<file path="src/rtl/tx_channel_router.sv">
// Routes fixed-length 32-bit packets from the USB packer to one of NUM_CHAN data
// RAMs or the command RAM, dropping packets with a bad channel or no room.
module tx_channel_router #(
  parameter int unsigned NUM_CHAN    = 2,
  parameter int unsigned PKT_WORDS   = 128,
  parameter int unsigned CHAN_LSB    = 16,
  parameter logic [4:0]  CMD_CHAN_ID = 5'h1F,
  parameter int unsigned CNT_W       = 16
) (
  input  logic                txclk,
  input  logic                reset,
  input  logic [31:0]         usbdata_final,
  input  logic                WR_final,
  input  logic [NUM_CHAN:0]   chan_have_space,
  input  logic                clear_status,
  output logic [NUM_CHAN:0]   WR_channel,
  output logic [NUM_CHAN:0]   WR_done_channel,
  output logic [31:0]         ram_data,
  output logic                busy,
  output logic [CNT_W-1:0]    drop_count,
  output logic                drop_nospace,
  output logic                drop_badchan
);

  localparam int unsigned NCH    = NUM_CHAN + 1;
  localparam int unsigned DEST_W = (NCH > 1) ? $clog2(NCH) : 1;
  localparam int unsigned WCNT_W = $clog2(PKT_WORDS);
  localparam logic [WCNT_W-1:0] LAST_WORD = WCNT_W'(PKT_WORDS - 1);

  localparam logic [1:0] S_IDLE = 2'd0;
  localparam logic [1:0] S_FWD  = 2'd1;
  localparam logic [1:0] S_DROP = 2'd2;

  logic [1:0]        state, state_nxt;
  logic [WCNT_W-1:0] wcnt, wcnt_nxt;
  logic [DEST_W-1:0] dest, dest_nxt;
  logic [NCH-1:0]    done_pend, done_pend_nxt;
  logic [NCH-1:0]    wr_nxt, done_nxt;
  logic [31:0]       data_nxt;
  logic              busy_nxt;
  logic [CNT_W-1:0]  cnt_nxt;
  logic              nospace_nxt, badchan_nxt;
  logic              drop_bad, drop_nos, drop_any;

  logic [4:0]        hdr_ch;
  logic              hdr_valid;
  logic [DEST_W-1:0] hdr_dest;

  // Header channel decode; command channel takes priority over the data range.
  always_comb begin
    hdr_ch    = usbdata_final[CHAN_LSB+4:CHAN_LSB];
    hdr_valid = 1'b0;
    hdr_dest  = '0;
    if (hdr_ch == CMD_CHAN_ID) begin
      hdr_valid = 1'b1;
      hdr_dest  = DEST_W'(NUM_CHAN);
    end else if (32'(hdr_ch) < NUM_CHAN) begin
      hdr_valid = 1'b1;
      hdr_dest  = DEST_W'(hdr_ch);
    end
  end

  // Next-state and registered-output computation.
  always_comb begin
    state_nxt     = state;
    wcnt_nxt      = wcnt;
    dest_nxt      = dest;
    wr_nxt        = '0;
    done_pend_nxt = '0;
    done_nxt      = done_pend;
    data_nxt      = ram_data;
    drop_bad      = 1'b0;
    drop_nos      = 1'b0;

    case (state)
      S_IDLE: begin
        if (WR_final) begin
          wcnt_nxt = WCNT_W'(1);
          dest_nxt = hdr_dest;
          if (!hdr_valid) begin
            state_nxt = S_DROP;
            drop_bad  = 1'b1;
          end else if (!chan_have_space[hdr_dest]) begin
            state_nxt = S_DROP;
            drop_nos  = 1'b1;
          end else begin
            state_nxt = S_FWD;
            wr_nxt    = NCH'(1) << hdr_dest;
            data_nxt  = usbdata_final;
          end
        end
      end
      S_FWD: begin
        if (WR_final) begin
          wr_nxt   = NCH'(1) << dest;
          data_nxt = usbdata_final;
          if (wcnt == LAST_WORD) begin
            state_nxt     = S_IDLE;
            wcnt_nxt      = '0;
            done_pend_nxt = NCH'(1) << dest;
          end else begin
            wcnt_nxt = wcnt + WCNT_W'(1);
          end
        end
      end
      S_DROP: begin
        if (WR_final) begin
          if (wcnt == LAST_WORD) begin
            state_nxt = S_IDLE;
            wcnt_nxt  = '0;
          end else begin
            wcnt_nxt = wcnt + WCNT_W'(1);
          end
        end
      end
      default: begin
        state_nxt = S_IDLE;
        wcnt_nxt  = '0;
      end
    endcase

    busy_nxt = (state_nxt != S_IDLE);
    drop_any = drop_bad | drop_nos;

    // A drop coinciding with clear survives as a fresh count of one.
    if (clear_status) begin
      cnt_nxt     = drop_any ? CNT_W'(1) : '0;
      nospace_nxt = drop_nos;
      badchan_nxt = drop_bad;
    end else begin
      cnt_nxt     = (drop_any && (drop_count != '1)) ? drop_count + CNT_W'(1) : drop_count;
      nospace_nxt = drop_nospace | drop_nos;
      badchan_nxt = drop_badchan | drop_bad;
    end
  end

  always_ff @(posedge txclk) begin
    if (reset) begin
      state           <= S_IDLE;
      wcnt            <= '0;
      dest            <= '0;
      done_pend       <= '0;
      WR_channel      <= '0;
      WR_done_channel <= '0;
      ram_data        <= '0;
      busy            <= 1'b0;
      drop_count      <= '0;
      drop_nospace    <= 1'b0;
      drop_badchan    <= 1'b0;
    end else begin
      state           <= state_nxt;
      wcnt            <= wcnt_nxt;
      dest            <= dest_nxt;
      done_pend       <= done_pend_nxt;
      WR_channel      <= wr_nxt;
      WR_done_channel <= done_nxt;
      ram_data        <= data_nxt;
      busy            <= busy_nxt;
      drop_count      <= cnt_nxt;
      drop_nospace    <= nospace_nxt;
      drop_badchan    <= badchan_nxt;
    end
  end

endmodule
</file>
<file path="config.mk">
export PLATFORM = sky130hd
export DESIGN_NAME = tx_channel_router
export DESIGN_NICKNAME = d
export VERILOG_FILES = /design/src/rtl/tx_channel_router.sv
export SDC_FILE = /design/constraint.sdc
export NUM_CORES = 1
export LEC_CHECK = 0
export CORE_ASPECT_RATIO = 0.6
export CORE_MARGIN = 4
export CORE_UTILIZATION = 43
export DETAILED_ROUTE_END_ITERATION = 6
export PLACE_DENSITY = 0.83
export REMOVE_ABC_BUFFERS = 1
export SLEW_MARGIN = 20
export SYNTH_ARGS = -nofsm -noshare
export SYNTH_HDL_FRONTEND = slang
export SYNTH_SLANG_ARGS = --single-unit
</file>
<file path="constraint.sdc">
create_clock -name txclk -period 1.9 [get_ports txclk]
set_input_delay 0.475 -clock txclk [delete_from_list [all_inputs] [get_ports txclk]]
set_output_delay 0.475 -clock txclk [all_outputs]
set_load 0.01 [all_outputs]
</file>
==> results.yml, run 1 <==
status:
  outcome: "complete, but fails checks"
  violations: "setup timing"
sta:
  fin_crit_ns: 1.916
  finalHoldViolCount: 0
  worstMarginPinSlew_ns: 0.4221
  slew_headroom_pct: 71.50
  clock_skew_ns: 0.006033
  hold_slack_ns: 0.4393
  finalWorstSetupSlack_ns: -0.01643
  setup_viol: 1
  slew_viol_final: 0
  fin_crit_sh_pct: 100.9
  max_clock_freq_mhz: 521.8
clock_network:
  clk_latency_ns: 0.33
  clock-root-buffer: "clkbuf_16"
  cts-htree-levels: 3
  cts_buffer_depth: 2
  cts_tree: "done"
  cts_made_buffers: 9
  clock_sinks: 71
  hold_buffers: 0
  path_clk_slew_ns: 0.06
grt:
  antenna_found_initial: 0
  grt_max_degree: 58
  grt_usage_pct: 21.72
  overflow: 0
  grt_pass1_wl_mm: 16.59
  grt_pass1_vias: 3377
routing:
  wirelength_mm: 11.24
  vias_per_cell: 5.721
  drt_iter0_markers: 431
  drc: 0
  first_pass_iters: 5
  vias: 3541
  ant_nets: 0
  wl_per_cell_um: 18.15
synthesis:
  synth.distinct_cells: 51
  syn_area_per_cell_sq_um: 9.084
  synth_seq_area_share_pct: 41.51
  yosys.cell_count.top_type: "dfxtp_1"
  synthCells: 377
  syn-cell-area_sq_um: 3425
  yosys-top-cells-count: "dfxtp_1 (71), nand2b_1 (65), mux2i_1 (33)"
  yosys.area.top_type: "dfxtp_1"
  netlist.area_leader.share_pct: 41.51
  synthTopCellsByArea: "dfxtp_1 (42%), nand2b_1 (12%), mux2i_1 (9.6%)"
  synth-main-ff-cell: "dfxtp_1"
  synthArstFlopShare_pct: 0
  synth_seq_cells: 71
  ys.warnings.count: 0
  synth-edff-count: 0
worst_setup_path:
  critical_path_arrival_ns: 2.18
  r2r-end: "drop_count[15]"
  crit_cells: 6
  endpoint_kind: "flip-flop"
  r2r_start: "drop_count[9]"
  start_kind: "flip-flop"
  cp.required_ns: 2.16
  path_max_fanout: 5
  path_common_cell: "nand4_1"
  crit_slowest_cell: "or4_4"
  critPathBufInv: 1
  r2r_setup_slack_ns: -0.02
  r2r_cells: 6
  cp_top_family: "simple AND/OR/NAND/NOR gates"
  slowest_delay_ns: 0.44
  path_cells: "nand4_1 -> nor2_1 -> buf_4 -> nand4_1 -> or4_4 -> a21oi_1"
  path_class: "flip-flop to flip-flop"
place:
  hpwlAfterDp_mm: 7.190
  gp_congestion: 0.9314
  io_buffers: 95
die:
  start_util_pct: 45.62
  dieHeight_um: 77.13
  fp.coreArea_sq_um: 7507
  die_area_sq_um: 9503
  rows: 24
  dieWidth_um: 123.2
  io_pins: 96
final_layout:
  final_core_util_pct: 70.28
  diodes: 0
  fillCellCount: 509
  area_growth_pct: 54.07
  regArea_sq_um: 1424
  nNetsFinal: 555
  layout-drive-gt1-share_pct: 21.55
  multiInputGateArea_sq_um: 2059
min_path:
  holdPathEnd: "ram_data[19]"
  hold_class: "input pin to flip-flop"
  worstHoldStart: "usbdata_final[19]"
  min_delay_path_depth: 3
power:
  leakage_nw: 2.117
  ir_drop_mv: 0.5927
  power.density_nw_per_um2: 680.2
flow_run:
  maxCapViolCount: 0
==> repair_timing <==
item | CTS | global route
setup endpoints to repair | 54 | 55
gates cloned | 2 | 2
gates resized for setup | 30 | 31
buffers inserted | 3 | 3
pin swaps | 12 | 9
==> power by group <==
group,internal (mW),leakage (nW),switching [mW],total (mW)
clock,1.01,0.145,0.637,1.64
combinational,0.220,1.40,0.205,0.425
sequential,1.51,0.574,0.0134,1.52
total,2.73,2.12,0.855,3.59
==> sequential cells by signal, summed over array words and instances (netlist names) <==
name and cells:
ram_data 32, drop_count 16, wcnt 7, WR_channel 3, WR_done_channel 3, done_nxt 3
dest 2, state 2, busy 1, drop_badchan 1, drop_nospace 1
==> metal layers <==
layer | track usage [%] | up-vias | share of wire (%)
met1 | 27.70 | 1672 | 42
met5 | 0 | - | 0
met4 | 9.171 | 0 | 2.6
met2 | 33.77 | 215 | 47
met3 | 6.765 | 41 | 8.8
li1 | - | 1613 | -
==> how the worst max path moves through the flow <==
stage                      startpoint              to  slack (ns)
floorplan           usbdata_final[17]     ram_data[0]       -0.94
global placement    usbdata_final[17]  drop_count[15]       -0.63
detailed placement  usbdata_final[17]   drop_count[7]       -0.74
CTS                 usbdata_final[19]   drop_count[6]    -0.00008
global route            drop_count[9]  drop_count[15]       -0.05
finish                  drop_count[9]  drop_count[15]       -0.02
==> kinds of logic (layout without fill, tap and decap cells) <==
group | Yosys count | after routing | synth area share (%)
muxes | 33 | 33 | 9.646
and+or+nand+nor | 167 | 167 | 29.41
adders and majority gates | 5 | 5 | 1.827
AOI/OAI and AO/OA | 71 | 73 | 13.66
DFF | 71 | 71 | 41.51
buffers and inverters | 30 | 166 | 3.946
==> per-stage QoR <==
stage / power (mW) / instances / instance area [sq um] / setup slack, ns / setup TNS, ns
3_3_place_gp: 1.912 / 595 / 4728 / -0.6289 / -28.85
4_1_cts: 3.564 / 615 / 5132 / -0.00008460 / -0.00008460
2_1_floorplan: 1.702 / 357 / 3327 / -0.9382 / -31.05
5_1_grt: 3.700 / 619 / 5276 / -0.04749 / -0.1191
3_5_place_dp: 1.923 / 595 / 4728 / -0.7374 / -31.95
6_report: 3.589 / 619 / 5276 / -0.01643 / -0.01643
==> cell type report <==
type	count	share of cell area, %
multi-input combinational	278	39.03
sequential	71	26.99
timing repair buffer	141	25.35
clock buffer	9	4.268
tap	104	2.466
clock inverter	6	1.186
inverter	10	0.7114
==> placed cells by master (no fill, tap or decap), types with 3 or more instances in the layout <==
| master | netlist | layout |
|---|---|---|
| clkdlybuf4s50_1 | 0 | 86 |
| dfxtp_1 | 71 | 69 |
| nand2b_1 | 65 | 65 |
| buf_4 | 3 | 40 |
| mux2i_1 | 33 | 33 |
| a21oi_1 | 28 | 23 |
| nand2_1 | 15 | 14 |
| nor2_1 | 15 | 12 |
| clkbuf_16 | 0 | 11 |
| inv_1 | 10 | 9 |
| nand3_1 | 10 | 9 |
| nor2b_1 | 9 | 8 |
| nand4_1 | 8 | 8 |
| o31ai_1 | 9 | 8 |
| o21ai_0 | 7 | 7 |
| nor3_1 | 5 | 5 |
| a31oi_1 | 5 | 5 |
| or4_4 | 0 | 5 |
| or4_1 | 10 | 5 |
| o21ai_4 | 1 | 4 |
| nor3b_1 | 4 | 4 |
| nand4b_1 | 4 | 4 |
| a21oi_2 | 1 | 4 |
| and3_1 | 5 | 3 |
| nor2_2 | 0 | 3 |
| a211oi_1 | 3 | 3 |
| clkinv_2 | 0 | 3 |
| dlygate4sd2_1 | 0 | 3 |
| clkbuf_2 | 0 | 3 |
==> tightest hold or removal path, stage by stage <==
cell	delay, ns
clkbuf_2	0.11
nand2b_1	0.07
mux2i_1	0.06
Power figures use the tool's default switching activity.
==> inputs of run 2 (changes only) <==
--- a/config.mk
+++ b/config.mk
@@ -7,9 +7,10 @@
 export LEC_CHECK = 0
 export CORE_ASPECT_RATIO = 0.6
 export CORE_MARGIN = 4
-export CORE_UTILIZATION = 43
+export CORE_UTILIZATION = 50
 export DETAILED_ROUTE_END_ITERATION = 6
-export PLACE_DENSITY = 0.83
+export DONT_BUFFER_PORTS = 1
+export PLACE_DENSITY = 0.75
 export REMOVE_ABC_BUFFERS = 1
 export SLEW_MARGIN = 20
 export SYNTH_ARGS = -nofsm -noshare
==> results.yml, run 2 (same netlist as run 1, synthesis figures left out) <==
die:
  io_pins: 96
  fp.coreArea_sq_um: 6648
  dieWidth_um: 114.8
  start_util_pct: 51.52
  die_area_sq_um: 8281
  dieHeight_um: 72.11
  rows: 23
power:
  switching_share_pct: 21.13
  ir_drop_mv: 0.5913
  power_switching_mw: 0.7519
  seq_power_share_pct: 42.9
  internal_power_mw: 2.807
  p_clk_share_pct: 50.3
  power.density_nw_per_um2: 839.5
  p_comb_share_pct: 6.8
  leakage_nw: 1.720
routing:
  topRoutingLayerUsed: "met4"
  wl_met3_mm: 1.102
  drc: 0
  drt_iter0_markers: 244
  first_pass_iters: 6
  met1Wirelength_mm: 3.826
  wl_met2_mm: 4.131
  wirelength_mm: 9.245
  vias: 3040
  vias_per_cell: 6.032
  ant_nets: 0
  wl_per_cell_um: 18.34
grt:
  grt_pass1_wl_mm: 13.61
  overflow: 0
  antenna_found_initial: 0
  grt_max_degree: 88
  grt_usage_pct: 20.60
  grt_pass1_vias: 2913
worst_setup_path:
  r2r_start: "state[1]"
  r2r-end: "drop_count[5]"
  r2r_cells: 7
  crit_slowest_cell: "or4_1"
  path_max_fanout: 5
  slowest_delay_ns: 0.54
  r2r_setup_slack_ns: 0.03
  endpoint_kind: "flip-flop"
  critical_path.startpoint: "state[1]"
  critical_path_arrival_ns: 2.12
  cp.required_ns: 2.15
  path_cells: "inv_1 -> ha_2 -> nand2_2 -> a21oi_4 -> o21ai_4 -> or4_1 -> a21oi_2"
  start_kind: "flip-flop"
  path_class: "flip-flop to flip-flop"
sta:
  rsz0062_at_grt: "yes"
  fin_crit_ns: 1.868
  max_clock_freq_mhz: 535.4
  clock_skew_ns: 0.005990
  setup_viol: 0
  fin_crit_sh_pct: 98.30
  slew_viol_final: 0
  finalHoldViolCount: 0
  worstMarginPinSlew_ns: 0.4786
  slew_headroom_pct: 68.09
min_path:
  holdPathEnd: "drop_count[0]"
  min_delay_path_depth: 1
  worstHoldStart: "reset"
  hold_class: "input pin to flip-flop"
status:
  outcome: "completed"
place:
  post-place-cells: 483
  hpwlAfterDp_mm: 6.016
  gp_congestion: 0.8298
  io_buffers: 0
final_layout:
  final_common_cell: "dfxtp_1"
  regArea_sq_um: 1421
  layout-drive-gt1-share_pct: 22.06
  area_growth_pct: 23.79
  fillCellCount: 548
  largest_register_ffs: 32
  diodes: 0
  multiInputGateArea_sq_um: 2027
  final_cells: 504
  mostFrequentLayoutCells: "dfxtp_1 (71), nand2b_1 (65), buf_4 (40), mux2i_1 (33), a21oi_1 (22)"
  regMostFlops: "ram_data"
  reg.largest.list: "ram_data x32, drop_count x16, wcnt x7"
  nNetsFinal: 456
  final_core_util_pct: 63.77
clock_network:
  cts_made_buffers: 9
  clock-root-buffer: "clkbuf_16"
  path_clk_slew_ns: 0.05
  hold_buffers: 0
  cts_buffer_depth: 2
  clock_sinks: 71
  cts_tree: "done"
  clk_latency_ns: 0.33
  cts-htree-levels: 3
flow_run:
  maxCapViolCount: 0
[run 2: layer usage]
layer  GRT usage [%]  up-vias
met3           7.750       22
li1                -     1430
met4           7.943        0
met2           32.37      174
met5               0        -
met1           25.88     1414
[run 2: through the flow]
step / worst slack, ns / TNS [ns] / area, sq um / total power, mW / hold WS, ns
after detailed placement: -0.1652 / -1.424 / 3749 / 1.772 / 0.4294
final: 0.03236 / 0 / 4239 / 3.559 / 0.2170
after global routing: -0.06285 / -0.3520 / 4239 / 3.682 / 0.2011
after global placement: -0.06772 / -0.4901 / 3749 / 1.767 / 0.4333
after CTS: 0.001876 / 0 / 4079 / 3.589 / 0.1992
after floorplan: -0.9382 / -31.05 / 3327 / 1.702 / 0.4138
[run 2: power groups by stage]
stage | combinational (mW) | sequential (mW) | clock (mW)
global route | 0.262 | 1.53 | 1.89
floorplan | 0.143 | 1.56 | 0
global placement | 0.207 | 1.56 | 0
finish | 0.242 | 1.53 | 1.79
detailed placement | 0.211 | 1.56 | 0
CTS | 0.215 | 1.53 | 1.85
[run 2: how the worst max path moves through the flow]
stage / end / slack, ns
2_1_floorplan: ram_data[0] / -0.94
4_1_cts: drop_count[13] / 0.002
3_5_place_dp: drop_count[7] / -0.17
3_3_place_gp: drop_count[13] / -0.07
6_report: drop_count[5] / 0.03
5_1_grt: drop_count[5] / -0.06
[run 2: final cells by class]
cell class	instances	area share, %
Multi-Input combinational cell	279	47.82
Tap cell	87	2.568
Sequential cell	71	33.53
Clock inverter	5	1.919
Inverter	10	0.8855
Timing Repair Buffer	41	7.556
Clock buffer	11	5.726
[run 2: repair_timing]
item,in CTS,in global routing
pin swaps,0,1
hold endpoints to repair,0,0
resized for setup,3,28
buffers inserted,0,2
endpoints found under the setup margin,13,18
cloned,0,3
[run 2: worst max-delay path, delay by kind of cell (launching register included)]
kind / cells / cell delay, ns
compound gates: 3 / 0.58
fa+ha+maj: 1 / 0.19
buf+inv: 1 / 0.08
flops: 1 / 0.32
simple gates: 2 / 0.61
==> inputs of run 3 (changes only) <==
--- a/config.mk
+++ b/config.mk
@@ -6,7 +6,6 @@
 export NUM_CORES = 1
 export LEC_CHECK = 0
 export CORE_ASPECT_RATIO = 0.6
-export CORE_MARGIN = 4
 export CORE_UTILIZATION = 50
 export DETAILED_ROUTE_END_ITERATION = 6
 export DONT_BUFFER_PORTS = 1
==> constraint.sdc (replaced) <==
create_clock -name txclk -period 1.69 [get_ports txclk]
set_input_delay 0.4225 -clock txclk [delete_from_list [all_inputs] [get_ports txclk]]
set_output_delay 0.4225 -clock txclk [all_outputs]
set_load 0.01 [all_outputs]
==> results.yml, run 3 (same netlist as run 1, synthesis figures left out) <==
worst_setup_path:
  start_kind: "flip-flop"
  cp.required_ns: 1.95
  critical_path_arrival_ns: 2.10
  path_max_fanout: 4
  path_class: "flip-flop to flip-flop"
  endpoint_kind: "flip-flop"
  r2r_start: "drop_count[1]"
  critical_path.startpoint: "drop_count[1]"
place:
  gp_congestion: 0.8732
  hpwlAfterDp_mm: 5.948
  preCtsSetupSlack_ns: -0.3733
  post-place-cells: 503
  io_buffers: 0
sta:
  rsz0062_at_grt: "yes"
  setup_viol: 16
  slew_viol_final: 0
  max_clock_freq_mhz: 543.4
  fin_tns_setup_ns: -1.190
  fin_crit_sh_pct: 108.9
  fin_crit_ns: 1.840
  clock_skew_ns: 0.006126
  worstMarginPinSlew_ns: 0.4526
  finalWorstSetupSlack_ns: -0.1504
  finalHoldViolCount: 0
  slew_headroom_pct: 69.74
  hold_slack_ns: 0.1494
clock_network:
  cts_tree: "done"
  cts-htree-levels: 3
  hold_buffers: 0
  cts_made_buffers: 9
  clock_sinks: 71
  path_clk_slew_ns: 0.06
  cts_buffer_depth: 2
  clock-root-buffer: "clkbuf_16"
  clk_latency_ns: 0.34
min_path:
  worstHoldStart: "reset"
  hold_class: "input pin to flip-flop"
final_layout:
  reg.largest.list: "ram_data x32, drop_count x16, wcnt x7"
  regMostFlops: "ram_data"
  final_cells: 536
  nNetsFinal: 491
  layout-drive-gt1-share_pct: 36.28
  mostFrequentLayoutCells: "nand2b_1 (65), dfxtp_1 (62), buf_4 (61), mux2i_1 (32), a21oi_1 (20)"
  final_common_cell: "nand2b_1"
  diodes: 0
  area_growth_pct: 40.08
  largest_register_ffs: 32
grt:
  overflow: 0
  grt_max_degree: 88
  grt_usage_pct: 25.98
  antenna_found_initial: 0
  grt_pass1_wl_mm: 14.20
  grt_pass1_vias: 2997
die:
  start_util_pct: 53.86
  io_pins: 96
  rows: 22
  dieHeight_um: 66.11
  dieWidth_um: 108.8
  fp.coreArea_sq_um: 6359
  die_area_sq_um: 7195
routing:
  wirelength_mm: 10.95
  drt_iter0_markers: 365
  wl_per_cell_um: 20.43
  drc: 0
  first_pass_iters: 4
  vias_per_cell: 6.226
  ant_nets: 0
  vias: 3337
status:
  violations: "setup timing"
  outcome: "complete, but fails checks"
power:
  power.density_nw_per_um2: 821.1
  p_clk_share_pct: 47.2
  p_total_mw: 3.939
  leakage_nw: 1.924
  internal_power_mw: 3.022
  seq_power_share_pct: 43.7
  switching_share_pct: 23.28
  power_switching_mw: 0.9168
  p_comb_share_pct: 9.1
  ir_drop_mv: 0.6852
flow_run:
  maxCapViolCount: 0
## run 3: what timing repair did
item | in CTS | in global routing
setup buffers | 4 | 9
pin swaps | 11 | 22
resized for setup | 41 | 54
endpoints found under the setup margin | 20 | 49
cloned | 2 | 2
## run 3: critical path, cell delays in order, from the launching register on
cell and delay [ns]:
dfxtp_2 0.36, ha_4 0.15, nand3_1 0.33, a2111oi_2 0.57, nand4b_1 0.18, a21oi_1 0.17
## run 3: final timing paths
kind,endpoint,slack [ns],depth (start not counted)
hold / removal,wcnt[1],0.15,1
hold reg to reg,WR_done_channel[1],0.45,1
setup reg to reg,drop_count[8],-0.15,5
setup / recovery,drop_count[8],-0.15,5
## run 3: power groups by stage
stage	clock network [mW]	logic (mW)	registers, mW
floorplan	0	0.161	1.75
global placement	0	0.265	1.75
detailed placement	0	0.272	1.75
CTS	1.86	0.308	1.72
global route	1.95	0.381	1.72
finish	1.86	0.359	1.72
## run 3: layer usage
| layer | up-vias | part of all wire (%) | GRT usage [%] | routed length [um] |
|---|---|---|---|---|
| li1 | 1496 | - | - | - |
| met1 | 1598 | 40 | 31.02 | 4384 |
| met2 | 195 | 48 | 43.43 | 5249 |
| met3 | 48 | 8.0 | 8.966 | 880 |
| met4 | 0 | 4.0 | 9.291 | 439 |
| met5 | - | 0 | 0 | 0 |
## run 3: area by class of cell
type / instances / area [sq um]
clock buffers: 11 / 232.7
clock inverters: 5 / 58.81
fillers: 381 / 1562
inverters: 10 / 37.54
multi-input cells: 278 / 2247
flip-flops and latches: 71 / 1433
well taps: 84 / 105.1
repair buffers: 77 / 683.2
## run 3: metrics by stage
step	utilization, %	cell area [sq um]
2_1_floorplan	-	3327
3_3_place_gp	61.61	3918
3_5_place_dp	61.61	3918
4_1_cts	69.58	4424
5_1_grt	75.44	4797
6_report	75.44	4797
